File: config.mk
export PLATFORM = sky130hd
export DESIGN_NAME = bus_term_port_flat
export DESIGN_NICKNAME = d
export VERILOG_FILES = /design/src/rtl/bus_term_pkg.sv /design/src/rtl/bus_term_port_if.sv /design/src/rtl/sync_fifo.sv /design/src/rtl/bus_term_port.sv /design/src/flat_wrapper.sv
export SDC_FILE = /design/constraint.sdc
export NUM_CORES = 1
export LEC_CHECK = 0
export BUFFER_PORTS_ARGS = -buffer_cell sky130_fd_sc_hd__buf_2
export CORE_UTILIZATION = 23
export CTS_CLUSTER_SIZE = 28
export DETAILED_ROUTE_END_ITERATION = 12
export GPL_ROUTABILITY_DRIVEN = 1
export PLACE_DENSITY = 0.42
export SLEW_MARGIN = 5
export SYNTH_ARGS = -nofsm -noshare
export SYNTH_HDL_FRONTEND = slang
export SYNTH_SLANG_ARGS = --single-unit
File: constraint.sdc
create_clock -name clk -period 4.3 [get_ports clk]
set_input_delay 0 -clock clk [delete_from_list [all_inputs] [get_ports clk]]
set_output_delay 0 -clock clk [all_outputs]
set_load 0.05 [all_outputs]
File: src/rtl/bus_term_pkg.sv
// Shared types and helpers for the bus terminal port.
package bus_term_pkg;

    localparam int unsigned ID_W      = 8;
    localparam logic [ID_W-1:0] BCAST_ID = 8'hFF;
    // Widest packet dest_id() can take; narrower packets are zero-extended.
    localparam int unsigned PKT_MAX_W = 64;

    // Destination ID sits in the top ID_W bits of a pkt_w-bit packet.
    function automatic logic [ID_W-1:0] dest_id(input logic [PKT_MAX_W-1:0] pkt,
                                                 input int unsigned pkt_w);
        logic [PKT_MAX_W-1:0] shifted;
        shifted = pkt >> (pkt_w - ID_W);
        return shifted[ID_W-1:0];
    endfunction

endpackage

File: src/rtl/bus_term_port_if.sv
// Host-side and bus-side signals of one terminal port.
interface bus_term_port_if #(
    parameter int unsigned pckg_sz = 16,
    parameter int unsigned depth   = 8
);
    localparam int unsigned cnt_w = $clog2(depth + 1);

    logic               tx_valid;
    logic [pckg_sz-1:0] tx_data;
    logic               tx_ready;
    logic               pndng;
    logic [pckg_sz-1:0] D_pop;
    logic               pop;
    logic               push;
    logic [pckg_sz-1:0] D_push;
    logic               rx_valid;
    logic [pckg_sz-1:0] rx_data;
    logic               rx_ready;
    logic [cnt_w-1:0]   tx_count;
    logic [cnt_w-1:0]   rx_count;
    logic [7:0]         drop_cnt;

    // The port itself.
    modport slave (
        input  tx_valid, tx_data, pop, push, D_push, rx_ready,
        output tx_ready, pndng, D_pop, rx_valid, rx_data, tx_count, rx_count, drop_cnt
    );

    // Whoever drives host and bus traffic into the port.
    modport master (
        output tx_valid, tx_data, pop, push, D_push, rx_ready,
        input  tx_ready, pndng, D_pop, rx_valid, rx_data, tx_count, rx_count, drop_cnt
    );

endinterface

File: src/rtl/sync_fifo.sv
// Show-ahead synchronous FIFO with occupancy counter and write-while-full when a read
// frees the slot in the same cycle.
module sync_fifo #(
    parameter int unsigned width = 16,
    parameter int unsigned depth = 8
) (
    input  logic                       clk,
    input  logic                       reset,
    input  logic                       wr_en,
    input  logic [width-1:0]           wr_data,
    input  logic                       rd_en,
    output logic [width-1:0]           rd_data,
    output logic                       full,
    output logic                       empty,
    output logic [$clog2(depth+1)-1:0] count
);
    localparam int unsigned ptr_w = $clog2(depth);
    localparam int unsigned cnt_w = $clog2(depth + 1);

    logic [width-1:0] mem [depth];
    logic [ptr_w-1:0] wr_ptr_q, rd_ptr_q;
    logic [cnt_w-1:0] count_q;
    logic             do_wr, do_rd;

    // Qualify requests against occupancy; a read makes room for a same-cycle write.
    always_comb begin
        empty   = (count_q == '0);
        full    = (count_q == cnt_w'(depth));
        do_rd   = rd_en && !empty;
        do_wr   = wr_en && (!full || do_rd);
        count   = count_q;
        rd_data = empty ? '0 : mem[rd_ptr_q];
    end

    // Pointers wrap naturally because depth is a power of two.
    always_ff @(posedge clk or negedge reset) begin
        if (!reset) begin
            wr_ptr_q <= '0;
            rd_ptr_q <= '0;
            count_q  <= '0;
        end else begin
            if (do_wr) wr_ptr_q <= wr_ptr_q + 1'b1;
            if (do_rd) rd_ptr_q <= rd_ptr_q + 1'b1;
            unique case ({do_wr, do_rd})
                2'b10:   count_q <= count_q + 1'b1;
                2'b01:   count_q <= count_q - 1'b1;
                default: count_q <= count_q;
            endcase
        end
    end

    // Storage is not reset; rd_data is gated by empty instead.
    always_ff @(posedge clk) begin
        if (do_wr) mem[wr_ptr_q] <= wr_data;
    end

endmodule

File: src/rtl/bus_term_port.sv
// Per-terminal port: TX FIFO toward the bus, ID-filtered RX FIFO toward the host.
module bus_term_port
    import bus_term_pkg::*;
#(
    parameter int unsigned     pckg_sz = 16,
    parameter int unsigned     depth   = 8,
    parameter logic [ID_W-1:0] my_id   = 8'h00
) (
    input logic              clk,
    input logic              reset,
    bus_term_port_if.slave   port
);
    localparam int unsigned cnt_w = $clog2(depth + 1);

    logic               tx_full, tx_empty, tx_wr;
    logic               rx_full, rx_empty, rx_wr, rx_hit, rx_drop;
    logic [pckg_sz-1:0] tx_head, rx_head;
    logic [cnt_w-1:0]   tx_cnt, rx_cnt;
    logic [7:0]         drop_cnt_q;
    logic [ID_W-1:0]    rx_dest;

    // Host writes only when not full; a pop does not open a slot for the host.
    always_comb begin
        tx_wr = port.tx_valid && !tx_full;
    end

    sync_fifo #(
        .width (pckg_sz),
        .depth (depth)
    ) u_tx_fifo (
        .clk     (clk),
        .reset   (reset),
        .wr_en   (tx_wr),
        .wr_data (port.tx_data),
        .rd_en   (port.pop),
        .rd_data (tx_head),
        .full    (tx_full),
        .empty   (tx_empty),
        .count   (tx_cnt)
    );

    // Address filter and RX write enable; full FIFO accepts only if the host reads now.
    always_comb begin
        rx_dest = dest_id(PKT_MAX_W'(port.D_push), pckg_sz);
        rx_hit  = port.push && ((rx_dest == my_id) || (rx_dest == BCAST_ID));
        rx_wr   = rx_hit && (!rx_full || (port.rx_ready && !rx_empty));
        rx_drop = rx_hit && !rx_wr;
    end

    sync_fifo #(
        .width (pckg_sz),
        .depth (depth)
    ) u_rx_fifo (
        .clk     (clk),
        .reset   (reset),
        .wr_en   (rx_wr),
        .wr_data (port.D_push),
        .rd_en   (port.rx_ready),
        .rd_data (rx_head),
        .full    (rx_full),
        .empty   (rx_empty),
        .count   (rx_cnt)
    );

    // Saturating count of accepted-but-dropped packets.
    always_ff @(posedge clk or negedge reset) begin
        if (!reset) begin
            drop_cnt_q <= '0;
        end else if (rx_drop && (drop_cnt_q != 8'hFF)) begin
            drop_cnt_q <= drop_cnt_q + 1'b1;
        end
    end

    // Drive interface outputs.
    always_comb begin
        port.tx_ready = !tx_full;
        port.pndng    = !tx_empty;
        port.D_pop    = tx_head;
        port.tx_count = tx_cnt;
        port.rx_valid = !rx_empty;
        port.rx_data  = rx_head;
        port.rx_count = rx_cnt;
        port.drop_cnt = drop_cnt_q;
    end

endmodule
File: src/flat_wrapper.sv
// flat-port wrapper written by rule: the top's interface ports become plain ports
module bus_term_port_flat import bus_term_pkg::*;
#(
    parameter int unsigned     pckg_sz = 16,
    parameter int unsigned     depth   = 8,
    parameter logic [ID_W-1:0] my_id   = 8'h00
)
  (clk, reset, port_tx_valid, port_tx_data, port_pop, port_push, port_D_push, port_rx_ready, port_tx_ready, port_pndng, port_D_pop, port_rx_valid, port_rx_data, port_tx_count, port_rx_count, port_drop_cnt);
  bus_term_port_if #(.pckg_sz(pckg_sz), .depth(depth)) port_i ();
  input logic clk;
  input logic reset;
  input wire logic [$bits(port_i.tx_valid)-1:0] port_tx_valid;
  input wire logic [$bits(port_i.tx_data)-1:0] port_tx_data;
  input wire logic [$bits(port_i.pop)-1:0] port_pop;
  input wire logic [$bits(port_i.push)-1:0] port_push;
  input wire logic [$bits(port_i.D_push)-1:0] port_D_push;
  input wire logic [$bits(port_i.rx_ready)-1:0] port_rx_ready;
  output wire logic [$bits(port_i.tx_ready)-1:0] port_tx_ready;
  output wire logic [$bits(port_i.pndng)-1:0] port_pndng;
  output wire logic [$bits(port_i.D_pop)-1:0] port_D_pop;
  output wire logic [$bits(port_i.rx_valid)-1:0] port_rx_valid;
  output wire logic [$bits(port_i.rx_data)-1:0] port_rx_data;
  output wire logic [$bits(port_i.tx_count)-1:0] port_tx_count;
  output wire logic [$bits(port_i.rx_count)-1:0] port_rx_count;
  output wire logic [$bits(port_i.drop_cnt)-1:0] port_drop_cnt;
  assign port_i.tx_valid = port_tx_valid;
  assign port_i.tx_data = port_tx_data;
  assign port_i.pop = port_pop;
  assign port_i.push = port_push;
  assign port_i.D_push = port_D_push;
  assign port_i.rx_ready = port_rx_ready;
  assign port_tx_ready = port_i.tx_ready;
  assign port_pndng = port_i.pndng;
  assign port_D_pop = port_i.D_pop;
  assign port_rx_valid = port_i.rx_valid;
  assign port_rx_data = port_i.rx_data;
  assign port_tx_count = port_i.tx_count;
  assign port_rx_count = port_i.rx_count;
  assign port_drop_cnt = port_i.drop_cnt;
  bus_term_port #(.pckg_sz(pckg_sz), .depth(depth), .my_id(my_id)) u_core (.clk(clk), .reset(reset), .port(port_i));
endmodule
=== After elaboration in Yosys (flattened, before gate mapping) ===
Memory sizes are Yosys's and may differ from the RTL's.
Index checks and enable logic that the tools add are counted.

* Register bits: 28
* Bits in writable memories: 256
* Output and inout port bits: 51
* Memories: 2

* Add/subtract/negate cells: 9
* Equal/unequal tests: 8
* Muxes and demuxes: 8
* Reductions and logical operators: 22

{| class="wikitable"
|+ Memory list
! name !! words !! width !! rd ports !! clocked after memory_dff !! wr ports !! line !! text
|-
| u_core.u_rx_fifo.mem || 8 || 16 || 1 || 0 || 1 || sync_fifo.sv:20 || <nowiki>logic [width-1:0] mem [depth];</nowiki>
|-
| u_core.u_tx_fifo.mem || 8 || 16 || 1 || 0 || 1 || sync_fifo.sv:20 ||
|}

{| class="wikitable"
|+ Operators with widths
! cell !! number
|-
| $mux W16 || 2
|-
| $pmux W4 S2 || 2
|-
| $add A3 B1 Y3 const B || 4
|-
| $logic_and A1 B1 Y1 || 9
|-
| $add A4 B1 Y4 const B || 2
|-
| $add A8 B1 Y8 const B || 1
|-
| $eq A4 B4 Y1 const B || 2
|-
| $eq A8 B8 Y1 const B || 1
|-
| $logic_not A4 Y1 || 2
|-
| $logic_not A8 Y1 || 1
|-
| $ne A8 B8 Y1 const B || 1
|-
| $sub A4 B1 Y4 const B || 2
|-
| $logic_not A1 Y1 || 5
|-
| $eq A2 B1 Y1 const B || 2
|-
| $eq A2 B2 Y1 const B || 2
|-
| $mux W1 || 4
|-
| $reduce_bool A2 Y1 || 2
|-
| $logic_or A1 B1 Y1 || 3
|}

=== Longest topological paths before layout ===
* Word-level depth: 8
* Mapped depth: 12
* Depth with buffers taken out: 11

=== Cells and area by module ===
A second synthesis with hierarchy kept.

* Cell total of the unflattened synthesis: 619
* Area total of the unflattened synthesis: 11619.9 um^2

{| class="wikitable"
|+ Modules (own cells, without submodules)
! module !! times used !! cells an instance !! area an instance (um^2) !! sequential area each (um^2)
|-
| sync_fifo at u_core.u_rx_fifo || 1 || 284 || 5567.8 || 4093.9
|-
| sync_fifo at u_core.u_tx_fifo || 1 || 284 || 5566.6 || 4093.9
|-
| bus_term_port || 1 || 51 || 485.5 || 200.2
|}

=== Least setup slack after synthesis ===
OpenSTA, ideal clock, no wires.

* Path type: register to register
* Start point: register u_core.u_tx_fifo.count_q[1], in the netlist u_core.u_tx_fifo.count[1]
* End point: memory u_core.u_tx_fifo.mem[0][0], enable pin
* Library setup time: 0.430 ns
* Data arrival time: 3.305 ns
* Slack: 0.565 ns
* Stages on the path, launching flop included: 6
* Buffers on the path: 1
* Cell sequence: dfrtp_1 clkbuf_1 nor3_1 nand2_1 nand2_1 nor4_1

{| class="wikitable"
|+ RTL lines
! what !! line !! text
|-
| from (decl) || sync_fifo.sv:22 || <nowiki>logic [cnt_w-1:0] count_q;</nowiki>
|-
| from (signal assigned) || sync_fifo.sv:45 || <nowiki>2'b10: count_q <= count_q + 1'b1;</nowiki>
|-
| from (signal assigned) || sync_fifo.sv:46 || <nowiki>2'b01: count_q <= count_q - 1'b1;</nowiki>
|-
| from (signal assigned) || sync_fifo.sv:47 || <nowiki>default: count_q <= count_q;</nowiki>
|-
| $eq A4 B4 Y1 * || sync_fifo.sv:28 || <nowiki>full = (count_q == cnt_w'(depth));</nowiki>
|-
| $logic_not A1 Y1 * || - ||
|-
| via port_tx_ready || flat_wrapper.sv:18 || <nowiki>output wire logic [$bits(port_i.tx_ready)-1:0] port_tx_ready;</nowiki>
|-
| $logic_and A1 B1 Y1 / $logic_or A1 B1 Y1 (equally long branches) || bus_term_port.sv:24, sync_fifo.sv:30 ||
|-
| $logic_and A1 B1 Y1 * || sync_fifo.sv:30 || <nowiki>do_wr = wr_en && (!full || do_rd);</nowiki>
|-
| $mux W1 * || sync_fifo.sv:54 || <nowiki>if (do_wr) mem[wr_ptr_q] <= wr_data;</nowiki>
|-
| $mux W1 (not written as such) * || sync_fifo.sv:54 ||
|-
| to (decl) || sync_fifo.sv:20 ||
|}

Mark *: on every way through the listed nets, which the timed path passes. The rest lies on a longest branch.

=== Worst setup path in the final report ===
* Start point: register u_core.u_rx_fifo.rd_ptr_q[0]
* End point: output port port_rx_data[5]

* Cells in the longest elaborated chain, start to end: 2

{| class="wikitable"
|+ RTL lines
! what !! line !! text
|-
| from (decl) || sync_fifo.sv:21 || <nowiki>logic [ptr_w-1:0] wr_ptr_q, rd_ptr_q;</nowiki>
|-
| from (signal assigned) || sync_fifo.sv:43 || <nowiki>if (do_rd) rd_ptr_q <= rd_ptr_q + 1'b1;</nowiki>
|-
| $mem_v2 Z8 W16 || - ||
|-
| $mux W16 || sync_fifo.sv:32 || <nowiki>rd_data = empty ? '0 : mem[rd_ptr_q];</nowiki>
|-
| to (decl) || flat_wrapper.sv:22 || <nowiki>output wire logic [$bits(port_i.rx_data)-1:0] port_rx_data;</nowiki>
|}

Every way passes these cells.

==> summary.txt <==
STA
  • Achievable frequency: 350.3 MHz
  • Hold Vio Cnt, Final: 0
  • Final TNS setup: 0 ps
  • Pins over their slew limit: 0
  • RSZ-0062 raised after global routing: false
  • Final worst-path cycle share: 0.6638
  • Worst Skew: between 20 and 25 ps
  • Fin crit period: roughly 2900 ps
  • Slew margin rel.: 0.3028
  • Least-Margin Pin Slew: 1046 ps
  • Final setup violation count: 0

Critical path
  • Setup CP Type: flip-flop to output pin
  • Worst r2r dst: u_core.u_rx_fifo.count[2]
  • CP Capture Type: output pin
  • R2R setup slack: 1540 ps
  • Worst EP arrival: 2850 ps
  • Cell count of the worst reg-to-reg path: 12
  • Worst setup SP type: flip-flop
  • Crit-path max cell delay: slightly above 1000 ps
  • CP max FO: 28
  • CP Data Required Time: 4300 ps
  • Slowest CP cell: dfrtp_2
  • CP cell instances: buf_4 -> mux4_2 -> mux2i_1 -> nor2_1 -> buf_2
  • Reg2reg start: u_core.u_rx_fifo.count[1]

Pwr
  • Logic pwr share: 0.336
  • Switching share of power: 0.3702
  • Register share of total power: 0.372
  • Clock power frac: 0.292
  • Leakage power: 4.886 nW
  • Int Power: 6.256 mW
  • Switch Pwr: about 3.7 mW
  • Peak supply drop: 0.5840 mV
  • PwrDens: a little under 700 nW/um^2

Clocking
  • Max H-tree Level: 2
  • Root Buffer: clkbuf_16
  • Clock buffer depth: 3
  • PostCTS Resize Cnt: 0
  • Insertion delay to the later sink of the worst-skew pair: 530 ps
  • Clock-pin slew on the worst setup and hold paths: 60 ps
  • Setup bufs post-CTS: 0
  • TritonCTS Sinks: 284
  • CTS tree: done
  • Total CTS buffers: 36

Status
  • Status: finished clean

Floorplanning
  • I/O pins: 89
  • # rows: 81
  • Die Ht: approximately 220 um
  • Initial Util: 0.2329
  • Die ar.: 50460 sq um
  • Die X-Extent: 224.6 um
  • Core Area: 48950 sq um

Yosys
  • Yosys warnings: 0
  • Synthesis-stage register bit count: 284
  • Synthesized area per cell: between 15 and 20 sq um
  • Post-synth EDFFs: 256
  • Synthesized area: 11400 sq um
  • Seq/Total Area, Yosys: 0.7358
  • Fraction of registers with async set or reset after synthesis: 0.09859
  • Synthesized instance count: 570
  • Synth unique cells: 44
  • Dominant synthesized flop cell: edfxtp_1
  • Syn nets: 619

GRT
  • Largest net degree at the start of global routing: 29
  • Number of global-route vias before repair: around 6200
  • First-pass GRT wire length: 39.50 mm
  • Initial antenna violation count: 1
  • Grt ovf: 0
  • Total track usage: 0.1056

Layout
  • Share of cells above drive strength 1: 0.3413
  • P&R area growth vs syn: 25.58%
  • Post-layout util: 0.2925
  • # nets final: 777

Place
  • Buffers on Ports: between 80 and 90
  • DPL Wire Length: 15.35 mm
  • GPL Wtd Cong: 0.6976

Detailed routing
  • First drt pass iteration count: 4
  • Initial DRC count: 230
  • Drt total wl: 25.77 mm
  • DRC: 0
  • Via density: ~4
  • DRT antenna net count: 0
  • WL/cell: 18.17 um
  • Detailed-route via count: 5751

Min path
  • Min-delay worst type: input port to asynchronous set/reset pin

Run
  • Max-cap check violation count: 0
==> synthesized netlist by cell type, types with 7 or more instances <==
cell      instances  area [sq um]
edfxtp_1        256          7687
mux4_2           64          1441
nor2_1           38         142.6
mux2i_1          32         320.3
dfrtp_1          28         700.7
clkbuf_1         18         67.56
xor2_1           15         131.4
ha_1             11         137.6
nand2_1           9         33.78
xnor2_1           8         70.07
mux2_1            7         78.83
nor3_1            7         35.03
==> registers in the layout, summed over array words and instances, names as in the netlist <==
signal / count
u_core.u_rx_fifo.mem: 128
u_core.u_tx_fifo.mem: 128
u_core.port.drop_cnt: 8
u_core.u_rx_fifo.count: 4
u_core.u_tx_fifo.count: 4
u_core.u_rx_fifo.rd_ptr_q: 3
u_core.u_rx_fifo.wr_ptr_q: 3
u_core.u_tx_fifo.rd_ptr_q: 3
u_core.u_tx_fifo.wr_ptr_q: 3
==> power by group through the flow <==
stage	Combinational (mW)	Clock [mW]	Sequential, mW
global placement	3.40	0	3.77
floorplan	2.60	0	3.59
CTS	3.42	3.00	3.72
finish	3.34	2.90	3.70
global route	3.58	3.10	3.76
detailed placement	3.39	0	3.77
==> kinds of logic (layout without fill, tap and decap cells) <==
logic type | Yosys count | count (layout) | synth area share
AOI/OAI and AO/OA | 19 | 19 | 0.01613
buffers and inverters | 36 | 219 | 0.01317
other | 0 | 1 | 0
adders and majority gates | 11 | 11 | 0.01207
muxes | 105 | 105 | 0.1634
DFF | 284 | 284 | 0.7358
xor gates and xnor gates | 23 | 23 | 0.01767
and+or+nand+nor | 92 | 92 | 0.04171
==> critical path: cells and delay by family, from the launching register on <==
kind / cells / cell delay [ps]
muxes: 2 / 670
buffers and inverters: 2 / 570
and+or+nand+nor: 1 / 50
DFF: 1 / 1020
==> layout by cell type (no fill, tap or decap), types with 8 or more instances in the layout <==
master	n
ha_1	11
xnor2_1	8
dlygate4sd3_1	37
buf_2	88
edfxtp_1	256
nand2_1	9
nor2_1	35
mux2i_1	32
xor2_1	15
clkbuf_16	37
buf_4	25
mux4_2	64
dfrtp_1	26
==> worst max-delay path by stage <==
stage | startpoint | slack [ps] | to
floorplan | u_core.u_tx_fifo.count[1] | 560 | u_core.u_tx_fifo.mem[0][0]
global placement | port_D_push[13] | 1380 | u_core.u_rx_fifo.count[2]
detailed placement | port_D_push[13] | 1390 | u_core.u_rx_fifo.count[2]
CTS | u_core.u_rx_fifo.rd_ptr_q[0] | 1330 | port_rx_data[5]
global route | u_core.u_rx_fifo.rd_ptr_q[0] | 1200 | port_rx_data[5]
finish | u_core.u_rx_fifo.rd_ptr_q[0] | 1450 | port_rx_data[5]
==> area by class of cell <==
class / instances / area [sq um]
fill: 4861 / 34630
clock buffer: 44 / 952.2
timing repair buffer: 150 / 998.5
sequential: 284 / 8391
clock inverter: 19 / 180.2
antenna: 1 / 2.502
inverter: 6 / 22.52
tap: 664 / 830.8
multi-input combinational: 250 / 2939
==> routing by layer <==
| metal | up-vias | track usage | routed length (um) |
|---|---|---|---|
| met5 | - | 0 | 0 |
| met4 | 0 | 0.03116 | 447 |
| met3 | 32 | 0.02534 | 1010 |
| met2 | 99 | 0.1801 | 12910 |
| met1 | 3001 | 0.1323 | 11400 |
| li1 | 2619 | - | - |
==> per-stage QoR <==
step	instances	hold slack [ps]	power [mW]	setup slack [ps]	area (sq um)
6_report	1418	64.73	9.933	1446	14320
5_1_grt	1418	114.8	10.44	1198	14320
4_1_cts	1417	72.10	10.14	1331	14310
3_5_place_dp	1317	114.5	7.162	1386	12810
3_3_place_gp	1317	114.9	7.165	1384	12810
2_1_floorplan	570	-295.6	6.192	564.7	11400
==> repair_timing <==
| item | CTS | global route |
|---|---|---|
| setup endpoints to repair | 0 | 0 |
| hold buffers | 37 | 0 |
| hold endpoints to repair | 291 | 0 |
(Power assumes the default switching activity.)
